File: config.mk
export PLATFORM = sky130hd
export DESIGN_NAME = xgs_athena_lite
export DESIGN_NICKNAME = d
export VERILOG_FILES = /design/src/rtl/xgs_athena_lite.sv
export SDC_FILE = /design/constraint.sdc
export NUM_CORES = 1
export LEC_CHECK = 0
export BUFFER_PORTS_ARGS = -buffer_cell sky130_fd_sc_hd__buf_2
export CAP_MARGIN = 5
export CORE_MARGIN = 3
export CORE_UTILIZATION = 30
export CTS_CLUSTER_DIAMETER = 40
export CTS_CLUSTER_SIZE = 12
export DETAILED_ROUTE_END_ITERATION = 8
export SYNTH_ARGS = -nofsm -noshare
export SYNTH_HDL_FRONTEND = slang
export SYNTH_SLANG_ARGS = --single-unit
File: constraint.sdc
create_clock -name axi_clk -period 13.01 [get_ports axi_clk]
set_input_delay 0.6505 -clock axi_clk [delete_from_list [all_inputs] [get_ports axi_clk]]
set_output_delay 0.6505 -clock axi_clk [all_outputs]
set_load 0.02 [all_outputs]
File: src/rtl/xgs_athena_lite.sv
// xgs_athena_lite: AXI4-Lite register file plus a line DMA engine that writes
// one test-pattern frame to host memory as PCIe MWr TLPs.
// Optional feature macro: XGS_ATHENA_COLOR_PLANES_EN (three planes per frame,
// FSTART_G/FSTART_R registers become read/write).
module xgs_athena_lite #(
    parameter int LINES_PER_FRAME       = 8,
    parameter int MAX_PCIE_PAYLOAD_SIZE = 128,
    parameter int AXIL_ADDR_WIDTH       = 11
) (
    input  logic                       axi_clk,
    input  logic                       axi_reset_n,
    input  logic [AXIL_ADDR_WIDTH-1:0] s_axi_awaddr,
    input  logic [2:0]                 s_axi_awprot,
    input  logic                       s_axi_awvalid,
    output logic                       s_axi_awready,
    input  logic [31:0]                s_axi_wdata,
    input  logic [3:0]                 s_axi_wstrb,
    input  logic                       s_axi_wvalid,
    output logic                       s_axi_wready,
    output logic [1:0]                 s_axi_bresp,
    output logic                       s_axi_bvalid,
    input  logic                       s_axi_bready,
    input  logic [AXIL_ADDR_WIDTH-1:0] s_axi_araddr,
    input  logic [2:0]                 s_axi_arprot,
    input  logic                       s_axi_arvalid,
    output logic                       s_axi_arready,
    output logic [31:0]                s_axi_rdata,
    output logic [1:0]                 s_axi_rresp,
    output logic                       s_axi_rvalid,
    input  logic                       s_axi_rready,
    output logic [7:0]                 irq,
    input  logic                       cfg_bus_mast_en,
    input  logic [2:0]                 cfg_setmaxpld,
    output logic                       tlp_req_to_send,
    input  logic                       tlp_grant,
    output logic [6:0]                 tlp_fmt_type,
    output logic [9:0]                 tlp_length_in_dw,
    output logic                       tlp_src_rdy_n,
    input  logic                       tlp_dst_rdy_n,
    output logic [63:0]                tlp_data,
    output logic [63:0]                tlp_address,
    output logic [7:0]                 tlp_ldwbe_fdwbe,
    output logic [1:0]                 tlp_attr,
    output logic [23:0]                tlp_transaction_id,
    output logic [12:0]                tlp_byte_count,
    output logic [6:0]                 tlp_lower_address
);

    localparam logic [AXIL_ADDR_WIDTH-1:0] A_TAG   = AXIL_ADDR_WIDTH'('h000);
    localparam logic [AXIL_ADDR_WIDTH-1:0] A_SCR   = AXIL_ADDR_WIDTH'('h00C);
    localparam logic [AXIL_ADDR_WIDTH-1:0] A_CTRL  = AXIL_ADDR_WIDTH'('h010);
    localparam logic [AXIL_ADDR_WIDTH-1:0] A_STAT  = AXIL_ADDR_WIDTH'('h014);
    localparam logic [AXIL_ADDR_WIDTH-1:0] A_FSL   = AXIL_ADDR_WIDTH'('h078);
    localparam logic [AXIL_ADDR_WIDTH-1:0] A_FSH   = AXIL_ADDR_WIDTH'('h07C);
    localparam logic [AXIL_ADDR_WIDTH-1:0] A_FGL   = AXIL_ADDR_WIDTH'('h080);
    localparam logic [AXIL_ADDR_WIDTH-1:0] A_FGH   = AXIL_ADDR_WIDTH'('h084);
    localparam logic [AXIL_ADDR_WIDTH-1:0] A_FRL   = AXIL_ADDR_WIDTH'('h088);
    localparam logic [AXIL_ADDR_WIDTH-1:0] A_FRH   = AXIL_ADDR_WIDTH'('h08C);
    localparam logic [AXIL_ADDR_WIDTH-1:0] A_PITCH = AXIL_ADDR_WIDTH'('h090);
    localparam logic [AXIL_ADDR_WIDTH-1:0] A_SIZE  = AXIL_ADDR_WIDTH'('h094);

    typedef enum logic [1:0] {S_IDLE, S_REQ, S_DATA, S_NEXT} dma_state_t;

    // ---------------- register file state ----------------
    logic        awready_q, bvalid_q, arready_q, rvalid_q;
    logic [31:0] rdata_q;
    logic [31:0] scratch_q, fstart_lo_q, fstart_hi_q, pitch_q;
    logic [23:0] size_q;
    logic        irq_en_q, done_q;
`ifdef XGS_ATHENA_COLOR_PLANES_EN
    logic [31:0] fg_lo_q, fg_hi_q, fr_lo_q, fr_hi_q;
`endif

    // ---------------- DMA state ----------------
    dma_state_t  state_q, state_d;
    logic [63:0] line_addr_q, line_addr_d;
    logic [31:0] pitch_l_q, pitch_l_d;
    logic [23:0] size_l_q, size_l_d;
    logic [23:0] off_q, off_d;
    logic [15:0] psize_q, psize_d;
    logic [9:0]  beats_q, beats_d;
    logic [31:0] line_q, line_d;
    logic [31:0] k_q, k_d;
`ifdef XGS_ATHENA_COLOR_PLANES_EN
    logic [1:0]  plane_q, plane_d;
    logic [63:0] g_l_q, g_l_d, r_l_q, r_l_d;
`endif

    logic [AXIL_ADDR_WIDTH-1:0] waddr, raddr;
    logic        wr_fire, rd_fire, grab_req, start, done_clr, done_set, busy;
    logic [31:0] rd_mux, size_wr, cap;
    logic [15:0] psize_nx;
    logic [23:0] remain, burst_bytes, off_nx;
    logic [63:0] burst_addr;
    logic        unused_ok;

    function automatic logic [31:0] merge(input logic [31:0] old_v, input logic [31:0] new_v,
                                          input logic [3:0] strb);
        logic [31:0] r;
        for (int unsigned i = 0; i < 4; i++)
            r[8*i +: 8] = strb[i] ? new_v[8*i +: 8] : old_v[8*i +: 8];
        return r;
    endfunction

    assign waddr    = {s_axi_awaddr[AXIL_ADDR_WIDTH-1:2], 2'b00};
    assign raddr    = {s_axi_araddr[AXIL_ADDR_WIDTH-1:2], 2'b00};
    assign wr_fire  = awready_q & s_axi_awvalid & s_axi_wvalid;
    assign rd_fire  = arready_q & s_axi_arvalid;
    assign busy     = (state_q != S_IDLE);
    assign grab_req = wr_fire && (waddr == A_CTRL) && s_axi_wstrb[0] && s_axi_wdata[0];
    assign start    = grab_req && cfg_bus_mast_en && !busy;
    assign done_clr = wr_fire && (waddr == A_STAT) && s_axi_wstrb[0] && s_axi_wdata[1];
    assign size_wr  = merge({8'h00, size_q}, s_axi_wdata, s_axi_wstrb);

    assign s_axi_awready = awready_q;
    assign s_axi_wready  = awready_q;
    assign s_axi_bvalid  = bvalid_q;
    assign s_axi_bresp   = 2'b00;
    assign s_axi_arready = arready_q;
    assign s_axi_rvalid  = rvalid_q;
    assign s_axi_rdata   = rdata_q;
    assign s_axi_rresp   = 2'b00;
    assign irq           = {7'b0, done_q & irq_en_q};

    // Read-data mux over the register map; unmapped offsets return zero
    always_comb begin
        rd_mux = '0;
        case (raddr)
            A_TAG:   rd_mux = 32'h0058_544D;
            A_SCR:   rd_mux = scratch_q;
            A_CTRL:  rd_mux = {30'b0, irq_en_q, 1'b0};
            A_STAT:  rd_mux = {30'b0, done_q, busy};
            A_FSL:   rd_mux = fstart_lo_q;
            A_FSH:   rd_mux = fstart_hi_q;
`ifdef XGS_ATHENA_COLOR_PLANES_EN
            A_FGL:   rd_mux = fg_lo_q;
            A_FGH:   rd_mux = fg_hi_q;
            A_FRL:   rd_mux = fr_lo_q;
            A_FRH:   rd_mux = fr_hi_q;
`endif
            A_PITCH: rd_mux = pitch_q;
            A_SIZE:  rd_mux = {8'h00, size_q};
            default: rd_mux = '0;
        endcase
    end

    // AXI-Lite handshakes, register writes and DONE flag maintenance
    always_ff @(posedge axi_clk) begin
        if (!axi_reset_n) begin
            awready_q   <= 1'b0;
            bvalid_q    <= 1'b0;
            arready_q   <= 1'b0;
            rvalid_q    <= 1'b0;
            rdata_q     <= '0;
            scratch_q   <= '0;
            fstart_lo_q <= '0;
            fstart_hi_q <= '0;
            pitch_q     <= '0;
            size_q      <= '0;
            irq_en_q    <= 1'b0;
            done_q      <= 1'b0;
`ifdef XGS_ATHENA_COLOR_PLANES_EN
            fg_lo_q     <= '0;
            fg_hi_q     <= '0;
            fr_lo_q     <= '0;
            fr_hi_q     <= '0;
`endif
        end else begin
            awready_q <= s_axi_awvalid & s_axi_wvalid & ~awready_q & ~bvalid_q;
            if (wr_fire)
                bvalid_q <= 1'b1;
            else if (s_axi_bready)
                bvalid_q <= 1'b0;

            arready_q <= s_axi_arvalid & ~arready_q & ~rvalid_q;
            if (rd_fire) begin
                rvalid_q <= 1'b1;
                rdata_q  <= rd_mux;
            end else if (s_axi_rready) begin
                rvalid_q <= 1'b0;
            end

            if (wr_fire) begin
                case (waddr)
                    A_SCR:   scratch_q   <= merge(scratch_q, s_axi_wdata, s_axi_wstrb);
                    A_CTRL:  if (s_axi_wstrb[0]) irq_en_q <= s_axi_wdata[1];
                    A_FSL:   fstart_lo_q <= merge(fstart_lo_q, s_axi_wdata, s_axi_wstrb);
                    A_FSH:   fstart_hi_q <= merge(fstart_hi_q, s_axi_wdata, s_axi_wstrb);
`ifdef XGS_ATHENA_COLOR_PLANES_EN
                    A_FGL:   fg_lo_q     <= merge(fg_lo_q, s_axi_wdata, s_axi_wstrb);
                    A_FGH:   fg_hi_q     <= merge(fg_hi_q, s_axi_wdata, s_axi_wstrb);
                    A_FRL:   fr_lo_q     <= merge(fr_lo_q, s_axi_wdata, s_axi_wstrb);
                    A_FRH:   fr_hi_q     <= merge(fr_hi_q, s_axi_wdata, s_axi_wstrb);
`endif
                    A_PITCH: pitch_q     <= merge(pitch_q, s_axi_wdata, s_axi_wstrb);
                    A_SIZE:  size_q      <= {size_wr[23:3], 3'b000};
                    default: ;
                endcase
            end

            // completion wins over a same-cycle start/clear (zero-size grab)
            if (done_set)
                done_q <= 1'b1;
            else if (start || done_clr)
                done_q <= 1'b0;
        end
    end

    // Burst sizing: payload cap is the smaller of the negotiated and configured limits
    assign cap         = 32'd128 << cfg_setmaxpld;
    assign psize_nx    = (cap < 32'(MAX_PCIE_PAYLOAD_SIZE)) ? cap[15:0] : 16'(MAX_PCIE_PAYLOAD_SIZE);
    assign remain      = size_l_q - off_q;
    assign burst_bytes = (remain < 24'(psize_q)) ? remain : 24'(psize_q);
    assign burst_addr  = line_addr_q + 64'(off_q);
    assign off_nx      = off_q + burst_bytes;

    // DMA state and datapath registers
    always_ff @(posedge axi_clk) begin
        if (!axi_reset_n) begin
            state_q     <= S_IDLE;
            line_addr_q <= '0;
            pitch_l_q   <= '0;
            size_l_q    <= '0;
            off_q       <= '0;
            psize_q     <= '0;
            beats_q     <= '0;
            line_q      <= '0;
            k_q         <= '0;
`ifdef XGS_ATHENA_COLOR_PLANES_EN
            plane_q     <= '0;
            g_l_q       <= '0;
            r_l_q       <= '0;
`endif
        end else begin
            state_q     <= state_d;
            line_addr_q <= line_addr_d;
            pitch_l_q   <= pitch_l_d;
            size_l_q    <= size_l_d;
            off_q       <= off_d;
            psize_q     <= psize_d;
            beats_q     <= beats_d;
            line_q      <= line_d;
            k_q         <= k_d;
`ifdef XGS_ATHENA_COLOR_PLANES_EN
            plane_q     <= plane_d;
            g_l_q       <= g_l_d;
            r_l_q       <= r_l_d;
`endif
        end
    end

    // DMA next-state: IDLE -> REQ -> DATA -> NEXT -> (REQ | IDLE)
    always_comb begin
        state_d     = state_q;
        line_addr_d = line_addr_q;
        pitch_l_d   = pitch_l_q;
        size_l_d    = size_l_q;
        off_d       = off_q;
        psize_d     = psize_q;
        beats_d     = beats_q;
        line_d      = line_q;
        k_d         = k_q;
        done_set    = 1'b0;
`ifdef XGS_ATHENA_COLOR_PLANES_EN
        plane_d     = plane_q;
        g_l_d       = g_l_q;
        r_l_d       = r_l_q;
`endif
        case (state_q)
            S_IDLE: begin
                if (start) begin
                    if (size_q == '0) begin
                        done_set = 1'b1;
                    end else begin
                        state_d     = S_REQ;
                        line_addr_d = {fstart_hi_q, fstart_lo_q};
                        pitch_l_d   = pitch_q;
                        size_l_d    = size_q;
                        psize_d     = psize_nx;
                        off_d       = '0;
                        line_d      = '0;
                        k_d         = '0;
`ifdef XGS_ATHENA_COLOR_PLANES_EN
                        plane_d     = '0;
                        g_l_d       = {fg_hi_q, fg_lo_q};
                        r_l_d       = {fr_hi_q, fr_lo_q};
`endif
                    end
                end
            end
            S_REQ: begin
                if (tlp_grant) begin
                    beats_d = burst_bytes[12:3];
                    state_d = S_DATA;
                end
            end
            S_DATA: begin
                if (!tlp_dst_rdy_n) begin
                    k_d     = k_q + 32'd1;
                    beats_d = beats_q - 10'd1;
                    if (beats_q == 10'd1)
                        state_d = S_NEXT;
                end
            end
            S_NEXT: begin
                if (off_nx < size_l_q) begin
                    off_d   = off_nx;
                    state_d = S_REQ;
                end else begin
                    off_d = '0;
                    k_d   = '0;
                    if (line_q != 32'(LINES_PER_FRAME - 1)) begin
                        line_d      = line_q + 32'd1;
                        line_addr_d = line_addr_q + 64'(pitch_l_q);
                        state_d     = S_REQ;
                    end else begin
`ifdef XGS_ATHENA_COLOR_PLANES_EN
                        if (plane_q != 2'd2) begin
                            plane_d     = plane_q + 2'd1;
                            line_d      = '0;
                            line_addr_d = (plane_q == 2'd0) ? g_l_q : r_l_q;
                            state_d     = S_REQ;
                        end else begin
                            state_d  = S_IDLE;
                            done_set = 1'b1;
                        end
`else
                        state_d  = S_IDLE;
                        done_set = 1'b1;
`endif
                    end
                end
            end
            default: state_d = S_IDLE;
        endcase
    end

    assign tlp_req_to_send    = (state_q == S_REQ);
    assign tlp_src_rdy_n      = (state_q != S_DATA);
    assign tlp_address        = (state_q == S_REQ || state_q == S_DATA) ? burst_addr : '0;
    assign tlp_length_in_dw   = (state_q == S_REQ || state_q == S_DATA) ? burst_bytes[11:2] : '0;
    assign tlp_fmt_type       = (state_q == S_REQ || state_q == S_DATA) ?
                                ((burst_addr[63:32] != '0) ? 7'h60 : 7'h40) : 7'h00;
`ifdef XGS_ATHENA_COLOR_PLANES_EN
    assign tlp_data           = (state_q == S_DATA) ? {plane_q, line_q[29:0], k_q} : '0;
`else
    assign tlp_data           = (state_q == S_DATA) ? {line_q, k_q} : '0;
`endif
    assign tlp_ldwbe_fdwbe    = 8'hFF;
    assign tlp_attr           = '0;
    assign tlp_transaction_id = '0;
    assign tlp_byte_count     = '0;
    assign tlp_lower_address  = '0;

    assign unused_ok = ^{s_axi_awprot, s_axi_arprot, s_axi_awaddr[1:0], s_axi_araddr[1:0],
                         size_wr[31:24], size_wr[2:0], burst_bytes[23:13], burst_bytes[1:0]
`ifdef XGS_ATHENA_COLOR_PLANES_EN
                         , line_q[31:30]
`endif
                        };

endmodule

# Word level (Yosys, flattened, before mapping)

Cells that the tools add are included.
W data, S select, Z words.

$add $sub $neg: 7
Equality and inequality tests: 27
Reductions and logical operators: 48
Shifts and indexed selects: 1
Bitwise logic cells: 14
Mux-type cells: 47
Order comparisons: 3

Operators by type and width:

| cell                    | number |
|---|---|
| $mux W64                | 6 |
| $pmux W32 S8            | 1 |
| $mux W32                | 6 |
| $pmux W64 S2            | 1 |
| $mux W24                | 4 |
| $pmux W32 S3            | 1 |
| $reduce_and A3 Y1       | 23 |
| $add A32 B1 Y32 const B | 2 |
| $add A64 B24 Y64        | 1 |
| $add A64 B32 Y64        | 1 |
| $pmux W32 S2            | 1 |
| $pmux W24 S2            | 1 |
| $eq A9 B3 Y1 const B    | 4 |
| $eq A9 B5 Y1 const B    | 4 |
| $eq A9 B6 Y1 const B    | 4 |
| $lt A32 B8 Y1 const B   | 1 |
| $ne A32 B3 Y1 const B   | 1 |
| $reduce_bool A32 Y1     | 1 |
| $shl A8 B3 Y32 const A  | 1 |
| $mux W10                | 3 |
| $add A24 B24 Y24        | 1 |
| $logic_not A24 Y1       | 1 |
| $lt A24 B16 Y1          | 1 |
| $lt A24 B24 Y1          | 1 |
| 26 further kinds        | 76 |

Bits of input ports: 77
Output and inout port bits: 250
Register bits after elaboration: 420
Logic and storage cells: 182

# Depth between registers and ports, before layout

Gate-level depths: netlist (run 1).

Depth in word-level cells: 10
Gate-level depth with buffers: 46
Depth with buffers taken out: 41

# Worst setup path before layout (run 1)

OpenSTA, ideal clock, no wires.

Path kind: reg-to-reg
From: register off_q[1]
To: register line_q[25]
Data arrival time: 8455 ps
Clock period less this slack: 8525 ps
Cell stages (with the launch flop): 42
Setup time: 71 ps
Setup slack: 4485 ps
Path buffers: 4
Required time: 12939 ps
Path through: dfxtp_1 > inv_1 > ha_1 > clkbuf_1 > nand3b_1 > a22oi_1 > and2_1 > o21ai_0 > nand2b_1 > a21o_1 > a21oi_1 > xnor2_1 > ha_1 > a21boi_0 > o21ai_0 > a21oi_1 > a2111o_1 > nor4_4 > [... 6 more ...] > and2_1 > a21oi_1 > a21o_1 > a311oi_1 > xnor2_1 > ha_1 > nand4_1 > nor2_1 > nand2_1 > a2111oi_0 > a211oi_1 > or2_2 > or3_1 > buf_2 > a2111o_1 > buf_2 > or3_1 > a21oi_1

Longest elaborated chain between the ends: 7

RTL lines:

| what                          | line | source |
|---|---|---|
| start, declared               | 79   | `logic [23:0] off_q, off_d;` |
| start signal, assigned        | 224  | `off_q <= '0;` |
| start signal, assigned        | 239  | `off_q <= off_d;` |
| $sub A24 B24 Y24              | 212  | `assign remain = size_l_q - off_q;` |
| $lt A24 B16 Y1                | 213  | `assign burst_bytes = (remain < 24'(psize_q)) ? remain : 24'(psize_q);` |
| $mux W24                      | 213  |  |
| $add A24 B24 Y24 *            | 215  | `assign off_nx = off_q + burst_bytes;` |
| $lt A24 B24 Y1 *              | 306  | `if (off_nx < size_l_q) begin` |
| $ne A2 B2 Y1 (no line) *      | -    |  |
| $reduce_and A5 Y1 (no line) * | -    |  |
| end signal, assigned          | 242  | `line_q <= line_d;` |
| end, declared                 | 82   | `logic [31:0] line_q, line_d;` |

Every way passes the cells marked *; elsewhere a longest branch is shown, timed or not.
A chain may end at the register's enable or synchronous reset.

# Worst setup path in the final report (run 1)

From: register off_q[4]
To: register k_q[5]

Longest elaborated chain between the ends: 7

RTL lines:

| what                          | line | source |
|---|---|---|
| $sub A24 B24 Y24              | 212  |  |
| $lt A24 B16 Y1                | 213  |  |
| $mux W24                      | 213  |  |
| $add A24 B24 Y24 *            | 215  |  |
| $lt A24 B24 Y1 *              | 306  |  |
| $ne A2 B2 Y1 (no line) *      | -    |  |
| $reduce_and A5 Y1 (no line) * | -    |  |
| end signal, assigned          | 243  | `k_q <= k_d;` |
| end, declared                 | 83   | `logic [31:0] k_q, k_d;` |

Marked as above.

==> results of run 1 <==
==> state kept, by name, indices dropped and copies added (netlist names), 2 cells and up <==
| register | flops |
|---|---|
| size_l_q | 21 |
| state_q | 2 |
| fstart_hi_q | 32 |
| line_addr_q | 64 |
| s_axi_rdata | 32 |
| fstart_lo_q | 32 |
| beats_q | 10 |
| scratch_q | 32 |
| off_q | 24 |
| pitch_l_q | 32 |
| k_q | 32 |
| pitch_q | 32 |
| psize_q | 8 |
| size_q | 21 |
| line_q | 32 |
==> critical path: cells and delay by family (launching register included) <==
kind	cells	cell delay (ns)
buf+inv	1	0.07
flops	1	0.40
compound gates	19	5.38
xor+xnor	2	0.31
fa+ha+maj	4	1.27
simple gates	10	3.64
==> power by group through the flow <==
stage	Clock (mW)	Sequential (mW)	Combinational, mW
3_3_place_gp	0	1.46	0.611
3_5_place_dp	0	1.46	0.618
6_report	2.20	1.44	0.625
2_1_floorplan	0	1.38	0.488
5_1_grt	2.30	1.44	0.686
4_1_cts	2.23	1.43	0.620
==> through the flow <==
step	worst slack [ns]	cell area, um2	hold slack (ns)
CTS	1.97	31600	0.206
finish	1.90	31600	0.235
floorplan	4.48	27100	0.432
global placement	2.10	28700	0.431
global route	1.14	31600	0.242
detailed placement	1.96	28700	0.434
==> logic make-up after synthesis <==
group | count (synthesis) | synth area share [%]
AO/OA/AOI/OAI | 971 | 22.8
XOR/XNOR | 141 | 4.61
AND/OR/NAND/NOR | 1405 | 25.0
flip-flops | 412 | 30.8
adder cells (fa/ha/maj) | 137 | 6.48
buffers and inverters | 390 | 6.56
other | 2 | 0.0280
multiplexers | 98 | 3.73
==> layout by cell type, fill, tap and decap left out, types with 22 or more instances in the layout <==
master,n
or4_1,22
a21o_1,73
xor2_1,52
buf_2,243
and3_1,39
a31oi_1,34
a21oi_1,389
and2_1,125
buf_4,34
or3_1,40
a211oi_1,55
conb_1,78
nor2_1,298
clkbuf_16,80
ha_1,131
nor3_1,56
o22ai_1,25
nand4_1,58
mux2i_1,84
a22o_1,27
nand3_1,105
dfxtp_1,412
nor4_1,33
inv_1,102
xnor2_1,89
a22oi_1,49
nand2b_1,24
o21ai_0,135
nand2_1,521
==> area by class of cell <==
| type | count | area share (%) |
|---|---|---|
| clock inverter | 53 | 2.34 |
| clock buffer | 96 | 6.83 |
| multi-input combinational | 2830 | 54.2 |
| timing repair buffer | 278 | 4.71 |
| sequential | 412 | 26.1 |
| inverter | 105 | 1.27 |
| tap | 1155 | 4.57 |
==> per-layer routing <==
metal | vias up | global-route usage (%) | wire [um]
met2 | 1100 | 31.1 | 43000
met3 | 157 | 3.05 | 7030
li1 | 12900 | - | -
met1 | 12700 | 28.7 | 45000
met5 | - | 0 | 60
met4 | 8 | 6.23 | 2800
==> final timing paths <==
kind | to | cells after the start | startpoint | slack [ns]
worst max register to register | k_q[5]$_SDFFE_PN0P_ | 36 | off_q[4]$_SDFFE_PN0P_ | 1.90
worst min register to register | s_axi_arready$_SDFF_PN0_ | 1 | s_axi_arready$_SDFF_PN0_ | 0.44
worst min-delay path | s_axi_awready$_SDFF_PN0_ | 3 | s_axi_awvalid | 0.24
worst max-delay path | k_q[5]$_SDFFE_PN0P_ | 36 | off_q[4]$_SDFFE_PN0P_ | 1.90
==> flow_summary_export.csv, run 1 <==
group,metric,value,unit
pwr,internal_power,2.95,mW
worst_setup_path,required,13.55,ns
floorplanning,dieHeight,305,um
sta,min_period_over_period,85.4,%
cells_and_area,multi_input_area,17200,um2
detailed_routing,viasPerCell,5.44,
detailed_routing,drc,0,
detailed_routing,first_pass_iters,8,
floorplanning,boundaryPins,327,
synth,ys_top_cells_by_count,"nand2_1 (521), dfxtp_1 (412), a21oi_1 (390), nor2_1 (298), clkbuf_1 (185)",
floorplanning,floorplan.rows,108,
global_routing,grt_usage,20.1,%
sta,setup_tns,0,ns
worst_setup_path,crit_top_cell,"a21oi_1",
clocking,cts_max_path_buffers,3,
clocking,cts.sinks,412,
synth,synth_most_common_cell,"nand2_1",
clocking,clockRootBuffer,"clkbuf_16",
placed_design,placed_cells,4780,
worst_setup_path,cp_max_fo,23,
floorplanning,core-area,87700,um2
clocking,htree_levels,3,
cells_and_area,syn2layout_area_growth,18.1,%
sta,fin_worst_skew,0.0618,ns
pwr,p_total,4.26,mW
worst_setup_path,crit_slowest_cell,"a211oi_1",
global_routing,grt_max_degree,157,
worst_setup_path,start_kind,"flip-flop",
synth,ys_warn_count,0,
placed_design,dp_hpwl,72.4,mm
clocking,cts_resized,0,
flow_run,maxCapViolCount,0,
sta,setup_viol,0,
pwr,power_density,135,nW/um2
floorplanning,die_w,305,um
cells_and_area,final_cells,4929,
global_routing,grt_pass1_vias,24400,
worst_setup_path,end_kind,"flip-flop",
cells_and_area,drive_gt1_share,12.6,%
cells_and_area,final_util,36.1,%
synth,postSynthCellCount,3556,
placed_design,place.gp.congestion,0.920,
global_routing,antenna_found_initial,6,
pwr,power_leakage,12.6,nW
clocking,clock_latency,0.64,ns
floorplanning,dieArea,92900,um2
synth,synth_largest_area_cell,"dfxtp_1",
sta,rsz0062_at_grt,"no",
worst_setup_path,crit_arrival,11.65,ns
synth,ys_seq_elements,412,
synth,synth_cell_types,87,
detailed_routing,drt-wirelength-per-cell,19.9,um
detailed_routing,drtAntennaViolNets,0,
sta,report.final.slew_viol_count,0,
cells_and_area,final-seq-area,8250,um2
pwr,ir_drop,0.0000934,V
pwr,comb_power_share,14.7,%
worst_setup_path,worstSetupPathType,"reg2reg",
synth,synth_edf_count,0,
detailed_routing,drtIter0Drc,2433,
clocking,cts_made_buffers,80,
detailed_routing,routed_wl,97.9,mm
global_routing,grt_pass1_wl,149,mm
run_status,status,"finished, final reports clean",
global_routing,overflow,0,
cells_and_area,n_antenna_cell,0,
sta,maxSlewHeadroom,13.9,%
pwr,p_clk_share,51.7,%
synth,ys.flop_type,"dfxtp_1",
pwr,p_seq_share,33.7,%
clocking,post_cts_buffers,0,
sta,hold_viol,0,
pwr,power.switching,1.31,mW
pwr,p_sw_share,30.8,%
detailed_routing,via_count,26800,
synth,synth_area,26800,um2
synth,syn_area_per_cell,7.54,um2
sta,fin_crit,11.11,ns
synth,ys_top_cells_by_area,"dfxtp_1 (31%), nand2_1 (7.3%), a21oi_1 (7.3%), ha_1 (6.3%), nor2_1 (4.2%)",
min_path,hp-class,"in2reg",
floorplanning,initial_utilization,30.6,%
cells_and_area,nFillCells,9179,
synth,yosys.area.top_type_share,30.8,%
synth,async_flop_share,0,%
clocking,cts_hold_buffers,0,
placed_design,port_buffers,243,
worst_setup_path,max_stage_delay,0.81,ns
synth,yosysSeqAreaShare,30.8,%
sta,max_freq,90.0,MHz
sta,worst_pin_slew,1.29,ns
cells_and_area,nets,3921,
clocking,path_clk_slew,0.06,ns
clocking,cts_tree,"yes",
Power figures use the tool's default switching activity.
==> run 2: changes to the inputs <==
==> constraint.sdc (replaced) <==
create_clock -name axi_clk -period 13.01 [get_ports axi_clk]
set_input_delay 1.9515 -clock axi_clk [delete_from_list [all_inputs] [get_ports axi_clk]]
set_output_delay 1.9515 -clock axi_clk [all_outputs]
set_load 0.02 [all_outputs]
==> flow_summary_export.csv, run 2 (same netlist as run 1, synthesis figures left out) <==
group,metric,value,unit
worst_setup_path,crit_slowest_cell,"a211oi_1",
sta,fin_crit,11.22,ns
clocking,cts_tree,"yes",
clocking,cts_hold_buffers,0,
clocking,cts_max_path_buffers,3,
cells_and_area,largest_register_ffs,64,
floorplanning,die_w,305,um
worst_setup_path,max_stage_delay,0.92,ns
cells_and_area,final_util,36.1,%
clocking,htree_levels,3,
cells_and_area,layout_commonest_cell,"nand2_1",
worst_setup_path,worstSetupPathType,"reg2reg",
cells_and_area,final_cells,4936,
worst_setup_path,start_kind,"flip-flop",
cells_and_area,nets,3925,
detailed_routing,viasPerCell,5.41,
cells_and_area,drive_gt1_share,12.9,%
cells_and_area,final-seq-area,8250,um2
placed_design,place.gp.congestion,0.906,
placed_design,dp_hpwl,72.5,mm
sta,max_freq,89.1,MHz
clocking,path_clk_slew,0.05,ns
sta,fin_worst_skew,0.0759,ns
cells_and_area,final_cell_mix,"nand2_1 (521), dfxtp_1 (412), a21oi_1 (389), nor2_1 (298), buf_2 (243)",
cells_and_area,largest_register,"line_addr_q",
worst_setup_path,required,13.56,ns
detailed_routing,routed_wl,98.0,mm
sta,worst_pin_slew,1.29,ns
sta,min_period_over_period,86.2,%
global_routing,antenna_found_initial,8,
worst_setup_path,cp_max_fo,23,
clocking,cts.sinks,412,
floorplanning,core-area,87700,um2
min_path,hp-class,"reg2reg",
cells_and_area,nFillCells,9065,
detailed_routing,drt-wirelength-per-cell,19.9,um
floorplanning,boundaryPins,327,
cells_and_area,multi_input_area,17200,um2
pwr,ir_drop,0.0000938,V
clocking,cts_made_buffers,83,
sta,setup_viol,0,
run_status,status,"finished, final reports clean",
global_routing,grt_usage,20.2,%
global_routing,grt_max_degree,192,
sta,report.final.slew_viol_count,0,
pwr,power_density,134,nW/um2
clocking,clock_latency,0.65,ns
sta,rsz0062_at_grt,"no",
pwr,power_leakage,12.6,nW
placed_design,placed_cells,4781,
worst_setup_path,end_kind,"flip-flop",
global_routing,overflow,0,
floorplanning,initial_utilization,30.6,%
worst_setup_path,crit_arrival,11.76,ns
cells_and_area,n_antenna_cell,0,
sta,setup_tns,0,ns
floorplanning,dieArea,92900,um2
floorplanning,floorplan.rows,108,
clocking,post_cts_buffers,0,
sta,maxSlewHeadroom,12.6,%
global_routing,grt_pass1_vias,24500,
global_routing,grt_pass1_wl,149,mm
floorplanning,dieHeight,305,um
clocking,cts_resized,0,
worst_setup_path,crit_top_cell,"a21oi_1",
detailed_routing,drtAntennaViolNets,0,
cells_and_area,syn2layout_area_growth,18.2,%
flow_run,maxCapViolCount,0,
detailed_routing,drtIter0Drc,2326,
detailed_routing,first_pass_iters,6,
detailed_routing,drc,0,
placed_design,port_buffers,243,
clocking,clockRootBuffer,"clkbuf_16",
sta,hold_viol,0,
detailed_routing,via_count,26700,
-- run 2: changes by cell type in the layout (fill, tap and decap cells not counted), moves of 3 or more --
cell        before  now
clkinvlp_4       8   13
clkbuf_16       80   83
bufinv_16       10    7
clkinv_2         7   15
clkinv_4        13    8
-- run 2: worst paths after layout --
kind / slack (ns) / end / startpoint / depth (start not counted)
min: 0.45 / scratch_q[12]$_SDFFE_PN0P_ / scratch_q[12]$_SDFFE_PN0P_ / 2
max: 1.79 / k_q[31]$_SDFFE_PN0P_ / off_q[4]$_SDFFE_PN0P_ / 37
max reg2reg: 1.79 / k_q[31]$_SDFFE_PN0P_ / off_q[4]$_SDFFE_PN0P_ / 37
min reg2reg: 0.45 / scratch_q[12]$_SDFFE_PN0P_ / scratch_q[12]$_SDFFE_PN0P_ / 2
-- run 2: where the power goes --
group          switching (mW)  total [mW]  internal [mW]
Sequential              0.113        1.44           1.32
Clock                   0.800        2.19           1.39
Combinational           0.415       0.632          0.217
Total                    1.33        4.26           2.93
-- run 2: per-layer routing --
| metal | vias up | wire length, um | global-route usage (%) |
|---|---|---|---|
| met5 | - | 110 | 0.0517 |
| met4 | 16 | 3320 | 7.09 |
| met3 | 175 | 7950 | 4.27 |
| met2 | 1077 | 42500 | 30.9 |
| met1 | 12600 | 44200 | 28.0 |
| li1 | 12900 | - | - |
-- run 2: critical path, delay by kind of cell (launching register included) --
kind / cells / cell delay [ns]
AO/OA/AOI/OAI: 19 / 5.32
adder cells (fa/ha/maj): 4 / 1.29
flip-flops: 1 / 0.39
XOR/XNOR: 2 / 0.30
buffers and inverters: 2 / 0.37
AND/OR/NAND/NOR: 10 / 3.50
-- run 2: final cells by class --
class / count / area share, %
Inverter: 105 / 1.27
Clock buffer: 97 / 7.04
Tap cell: 1155 / 4.56
Multi-Input combinational cell: 2830 / 54.2
Clock inverter: 58 / 2.18
Sequential cell: 412 / 26.0
Timing Repair Buffer: 279 / 4.77
-- run 2: per-stage QoR --
stage	setup WS (ns)	power (mW)	cell area, um2	hold WS, ns
after CTS	1.74	4.28	31700	0.450
after floorplan	4.48	1.87	27100	0.432
final	1.79	4.26	31700	0.449
after global routing	0.945	4.42	31700	0.462
after detailed placement	1.74	2.08	28800	0.440
after global placement	1.86	2.07	28800	0.432
